--- src/rtl/binary_div_12_6_uni_if.sv ---
// rtl/binary_div_12_6_uni_if.sv - operand/result bundle for the 12/6 restoring divider
interface binary_div_12_6_uni_if;
    logic [11:0] P;
    logic [5:0]  B;
    logic        start;
    logic [11:0] Q;
    logic [5:0]  R;
    logic        busy;
    logic        done;
    logic        dz;

    modport master (
        output P, B, start,
        input  Q, R, busy, done, dz
    );

    modport slave (
        input  P, B, start,
        output Q, R, busy, done, dz
    );
endinterface

--- src/rtl/binary_div_12_6_uni.sv ---
// rtl/binary_div_12_6_uni.sv - 12-bit by 6-bit unsigned restoring divider, one quotient bit per cycle
module binary_div_12_6_uni (
    input  logic                  clk,
    input  logic                  rst,
    binary_div_12_6_uni_if.slave  bus
);

    typedef enum logic {
        IDLE = 1'b0,
        RUN  = 1'b1
    } state_t;

    state_t      state, state_nxt;
    logic [11:0] dvd, dvd_nxt;
    logic [5:0]  dvs, dvs_nxt;
    logic [6:0]  rem, rem_nxt;
    logic [11:0] quo, quo_nxt;
    logic [3:0]  cnt, cnt_nxt;
    logic [11:0] q_nxt;
    logic [5:0]  r_nxt;
    logic        done_nxt;
    logic        dz_nxt;

    // Seven bits so the shifted-in dividend bit never overflows before the compare.
    logic [6:0]  trial;
    logic [6:0]  diff;
    logic        ge;

    assign trial    = {rem[5:0], dvd[11]};
    assign ge       = (trial >= {1'b0, dvs});
    assign diff     = trial - {1'b0, dvs};
    assign bus.busy = (state == RUN);

    always_comb begin
        state_nxt = state;
        dvd_nxt   = dvd;
        dvs_nxt   = dvs;
        rem_nxt   = rem;
        quo_nxt   = quo;
        cnt_nxt   = cnt;
        q_nxt     = bus.Q;
        r_nxt     = bus.R;
        dz_nxt    = bus.dz;
        done_nxt  = 1'b0;

        case (state)
            IDLE: begin
                if (bus.start) begin
                    if (bus.B != 6'd0) begin
                        dvd_nxt   = bus.P;
                        dvs_nxt   = bus.B;
                        rem_nxt   = 7'd0;
                        quo_nxt   = 12'd0;
                        cnt_nxt   = 4'd11;
                        state_nxt = RUN;
                    end else begin
                        q_nxt    = 12'hFFF;
                        r_nxt    = 6'd0;
                        dz_nxt   = 1'b1;
                        done_nxt = 1'b1;
                    end
                end
            end
            RUN: begin
                rem_nxt = ge ? diff : trial;
                quo_nxt = {quo[10:0], ge};
                dvd_nxt = {dvd[10:0], 1'b0};
                cnt_nxt = cnt - 4'd1;
                if (cnt == 4'd0) begin
                    q_nxt     = {quo[10:0], ge};
                    r_nxt     = rem_nxt[5:0];
                    dz_nxt    = 1'b0;
                    done_nxt  = 1'b1;
                    cnt_nxt   = 4'd0;
                    state_nxt = IDLE;
                end
            end
            default: begin
                state_nxt = IDLE;
            end
        endcase
    end

    always_ff @(posedge clk or posedge rst) begin
        if (rst) begin
            state    <= IDLE;
            dvd      <= 12'd0;
            dvs      <= 6'd0;
            rem      <= 7'd0;
            quo      <= 12'd0;
            cnt      <= 4'd0;
            bus.Q    <= 12'd0;
            bus.R    <= 6'd0;
            bus.done <= 1'b0;
            bus.dz   <= 1'b0;
        end else begin
            state    <= state_nxt;
            dvd      <= dvd_nxt;
            dvs      <= dvs_nxt;
            rem      <= rem_nxt;
            quo      <= quo_nxt;
            cnt      <= cnt_nxt;
            bus.Q    <= q_nxt;
            bus.R    <= r_nxt;
            bus.done <= done_nxt;
            bus.dz   <= dz_nxt;
        end
    end

endmodule

--- src/flat_wrapper.sv ---
// flat-port wrapper written by rule: the top's interface ports become plain ports
module binary_div_12_6_uni_flat 
  (clk, rst, bus_P, bus_B, bus_start, bus_Q, bus_R, bus_busy, bus_done, bus_dz);
  binary_div_12_6_uni_if bus_i ();
  input  logic clk;
  input  logic rst;
  input wire logic [$bits(bus_i.P)-1:0] bus_P;
  input wire logic [$bits(bus_i.B)-1:0] bus_B;
  input wire logic [$bits(bus_i.start)-1:0] bus_start;
  output wire logic [$bits(bus_i.Q)-1:0] bus_Q;
  output wire logic [$bits(bus_i.R)-1:0] bus_R;
  output wire logic [$bits(bus_i.busy)-1:0] bus_busy;
  output wire logic [$bits(bus_i.done)-1:0] bus_done;
  output wire logic [$bits(bus_i.dz)-1:0] bus_dz;
  assign bus_i.P = bus_P;
  assign bus_i.B = bus_B;
  assign bus_i.start = bus_start;
  assign bus_Q = bus_i.Q;
  assign bus_R = bus_i.R;
  assign bus_busy = bus_i.busy;
  assign bus_done = bus_i.done;
  assign bus_dz = bus_i.dz;
  binary_div_12_6_uni u_core (.clk(clk), .rst(rst), .bus(bus_i));
endmodule
--- config.mk ---
export PLATFORM = sky130hd
export DESIGN_NAME = binary_div_12_6_uni_flat
export DESIGN_NICKNAME = d
export VERILOG_FILES = /design/src/rtl/binary_div_12_6_uni_if.sv /design/src/rtl/binary_div_12_6_uni.sv /design/src/flat_wrapper.sv
export SDC_FILE = /design/constraint.sdc
export NUM_CORES = 1
export LEC_CHECK = 0
export ABC_CLOCK_PERIOD_IN_PS = 4800
export CORE_MARGIN = 2
export CORE_UTILIZATION = 25
export CTS_CLUSTER_SIZE = 12
export DETAILED_ROUTE_END_ITERATION = 8
export HOLD_SLACK_MARGIN = 0.08
export PLACE_DENSITY = 0.49
export SLEW_MARGIN = 20
export SYNTH_ARGS = -nofsm -noshare
export SYNTH_HDL_FRONTEND = slang
export SYNTH_SLANG_ARGS = --single-unit
--- constraint.sdc ---
create_clock -name clk -period 4.8 [get_ports clk]
set_input_delay 0.48 -clock clk [delete_from_list [all_inputs] [get_ports clk]]
set_output_delay 0.48 -clock clk [all_outputs]
set_load 0.03 [all_outputs]
==> impl_metrics.py <==
metrics = {
    "status": {
        "status": "finished clean",
    },
    "die": {
        "core_area_mm2": 0.0108,
        "fp.dieArea_mm2": 0.0119,
        "num_io_pins": 42,
        "start_util_pct": 25.6,
        "rows": 38,
        "dieHeight_um": 109,
        "die_w_um": 109,
    },
    "cells_and_area": {
        "drive_gt1_share_pct": 9.09,
        "n_fill_cell": 1148,
        "area_delta_synth_final_pct": 25.7,
        "fin_util_pct": 32.1,
        "final_cell_mix": "dfrtp_1, nand2_1, clkdlybuf4s50_1",
        "final_common_cell": "dfrtp_1",
        "instances_no_fill": 448,
        "finish.net_count": 332,
        "multi_input_area_mm2": 0.00116,
        "n_antenna_cell": 0,
        "seq_area_mm2": 0.00150,
    },
    "timing": {
        "setup_tns_ps": 0,
        "max_freq_ghz": 0.424,
        "hold_viol": 0,
        "slew_viol_final": 0,
        "relSlewSlack_pct": 38.3,
        "hold_ws_ps": 478,
        "finalCriticalPeriod_ps": 2360,
        "tightest_slew_ps": 923,
        "grt_setup_unrepaired": "no",
        "period_share_pct": 49.1,
        "setup_viol_count_final": 0,
        "fin_worst_skew_ps": 8.55,
    },
    "route": {
        "dr.pass1.iters": 7,
        "ant_nets": 0,
        "avgViaCountPerCell": 4.55,
        "routedWlPerCell_um": 14.6,
        "finalWirelength_mm": 6.55,
        "drt_iter0_markers": 65,
        "drc": 0,
        "route.vias.total": 2038,
    },
    "placed_design": {
        "dpl.hpwl_mm": 4.53,
        "dp_cells": 433,
        "gp_congestion": 0.760,
        "port_buffers": 41,
    },
    "setup_path": {
        "cp.required_ps": 5000,
        "start_kind": "input pin",
        "crit_slowest_cell": "nand2_1",
        "path_common_cell": "nand2_1",
        "crit_chain": "clkdlybuf4s50_1, nor4_1, nand2_1, nand2_1, mux2i_1, o21ai_0",
        "slowest_delay_ps": 730,
        "path_class": "in -> reg",
        "endpoint_kind": "flip-flop",
        "cp_max_fo": 20,
        "arrival_ps": 2560,
    },
    "power_and_ir_drop": {
        "p_comb_share_pct": 51.1,
        "p_seq_share_pct": 33.4,
        "clockPowerShare_pct": 15.5,
        "power_density_mw_per_mm2": 766,
        "p_leak_nw": 1.55,
        "p_sw_share_pct": 42.1,
        "irDropWorstVdd_mv": 0.285,
        "power.switching_w": 0.00112,
        "internal_power_w": 0.00154,
        "report.power.total_w": 0.00267,
    },
    "global_routing": {
        "grt_max_degree": 49,
        "grt_use_total_pct": 12.1,
        "grt_antenna_before_repair": 0,
        "grt_pass1_vias": 2121,
        "grt_pass1_wl_mm": 10.9,
        "overflow": 0,
    },
    "synth": {
        "synth_enable_flop_cells": 0,
        "synth-async-reset-ratio_pct": 100,
        "syn_nets": 291,
        "yosys.area.top_type": "dfrtp_1",
        "avgSynthCellArea_um2": 10.5,
        "ys_top_cells_by_area": "dfrtp_1, nand2_1, mux2i_1",
        "synth-seq-cells": 60,
        "syn_inst": 263,
        "ys.flop_type": "dfrtp_1",
        "syn_area_mm2": 0.00277,
        "synth_top_area_share_pct": 54.2,
        "synth-seq-area-share_pct": 54.2,
        "synth_warnings": 0,
        "synth_cell_types": 47,
    },
    "clock_tree": {
        "cts_resized": 0,
        "root_buffer": "clkbuf_8",
        "cts_max_level": 3,
        "cts.sinks": 60,
        "cts.clk_slew.worst_paths_ps": 70,
        "insertion_delay_ps": 330,
        "clockBufferDepth": 2,
        "cts_tree": "done",
        "cts_buffers": 9,
        "cts_hold_buf": 0,
        "postCtsSetupBuffers": 0,
    },
    "min_path": {
        "hold_class": "reg -> reg",
    },
    "job": {
        "cap_violations": 0,
    },
}
## sequential cells by signal (all words and copies together) (netlist names)
| register | count |
|---|---|
| u_core.bus.Q | 12 |
| u_core.bus.R | 6 |
| u_core.bus.busy | 1 |
| u_core.bus.done | 1 |
| u_core.bus.dz | 1 |
| u_core.cnt | 4 |
| u_core.dvd | 12 |
| u_core.dvs | 6 |
| u_core.quo | 11 |
| u_core.rem | 6 |
## power by group through the flow
stage / Clock [W] / Combinational (W) / Sequential (W)
after detailed placement: 0 / 0.00137 / 0.000902
after global routing: 0.000449 / 0.00152 / 0.000929
final: 0.000412 / 0.00136 / 0.000890
after floorplan: 0 / 0.000849 / 0.00103
after CTS: 0.000429 / 0.00139 / 0.000895
after global placement: 0 / 0.00136 / 0.000902
## synth_stat cells, drive strengths merged, types with 2 or more instances
master and instances:
nand3 6, nand2b 3, nor4 2, o22a 8, dfrtp 60, or3 3
nor3 2, mux2i 17, nor2 8, inv 11, nand2 49, clkbuf 6
buf 7, a21oi 5, o21ai 37, nor2b 3, o21a 2, ha 6
a211o 2, xnor2 2, a21o 3, mux2 4
## stage by stage
step,area (um2),setup slack [ps]
2_1_floorplan,2770,2800
3_3_place_gp,3300,2180
3_5_place_dp,3300,2090
4_1_cts,3480,2440
5_1_grt,3480,2320
6_report,3480,2440
## cells by family after synthesis
logic type,synth area share (%)
XOR/XNOR,0.949
AND/OR/NAND/NOR,13.3
buffers and inverters,3.88
adder cells (fa/ha/maj),3.43
AO/OA/AOI/OAI,16.4
multiplexers,7.90
flip-flops,54.2
## cell type report
class | instances | area share [%]
flip-flops and latches | 60 | 43.1
multi-input cells | 179 | 33.4
repair buffers | 43 | 12.2
well taps | 140 | 5.03
clock buffers | 11 | 4.35
inverters | 11 | 1.19
clock inverters | 4 | 0.719
## metal layers
| metal | wire length, um | up-vias | part of all wire, % | global-route usage [%] |
|---|---|---|---|---|
| li1 | - | 991 | - | - |
| met1 | 3070 | 1004 | 47 | 15.9 |
| met2 | 3130 | 34 | 48 | 19.3 |
| met3 | 267 | 9 | 4.1 | 3.89 |
| met4 | 82 | 0 | 1.3 | 3.25 |
| met5 | 0 | - | 0 | 0 |
## worst max-delay path, delay by kind of cell
family                 cells  cell delay, ps
AND/OR/NAND/NOR            3            1290
buffers and inverters      1             420
multiplexers               1             270
AO/OA/AOI/OAI              1             100
## worst paths after layout
check                           cells after the start                 startpoint  slack (ps)                           to
worst max register to register                      6  u_core.rem[1]$_DFFE_PP0P_        2570    u_core.rem[5]$_DFFE_PP0P_
max in group asynchronous                           3                        rst        3330    u_core.bus.busy$_DFF_PP0_
min in group asynchronous                           2                        rst         660  u_core.bus.Q[7]$_DFFE_PP0P_
worst min register to register                      2  u_core.bus.dz$_DFFE_PP0P_         480    u_core.bus.dz$_DFFE_PP0P_
worst max-delay path                                6                   bus_B[1]        2440    u_core.dvd[9]$_DFFE_PP0P_
worst min-delay path                                2  u_core.bus.dz$_DFFE_PP0P_         480    u_core.bus.dz$_DFFE_PP0P_
Note: power is estimated with default switching activity, not from simulation.
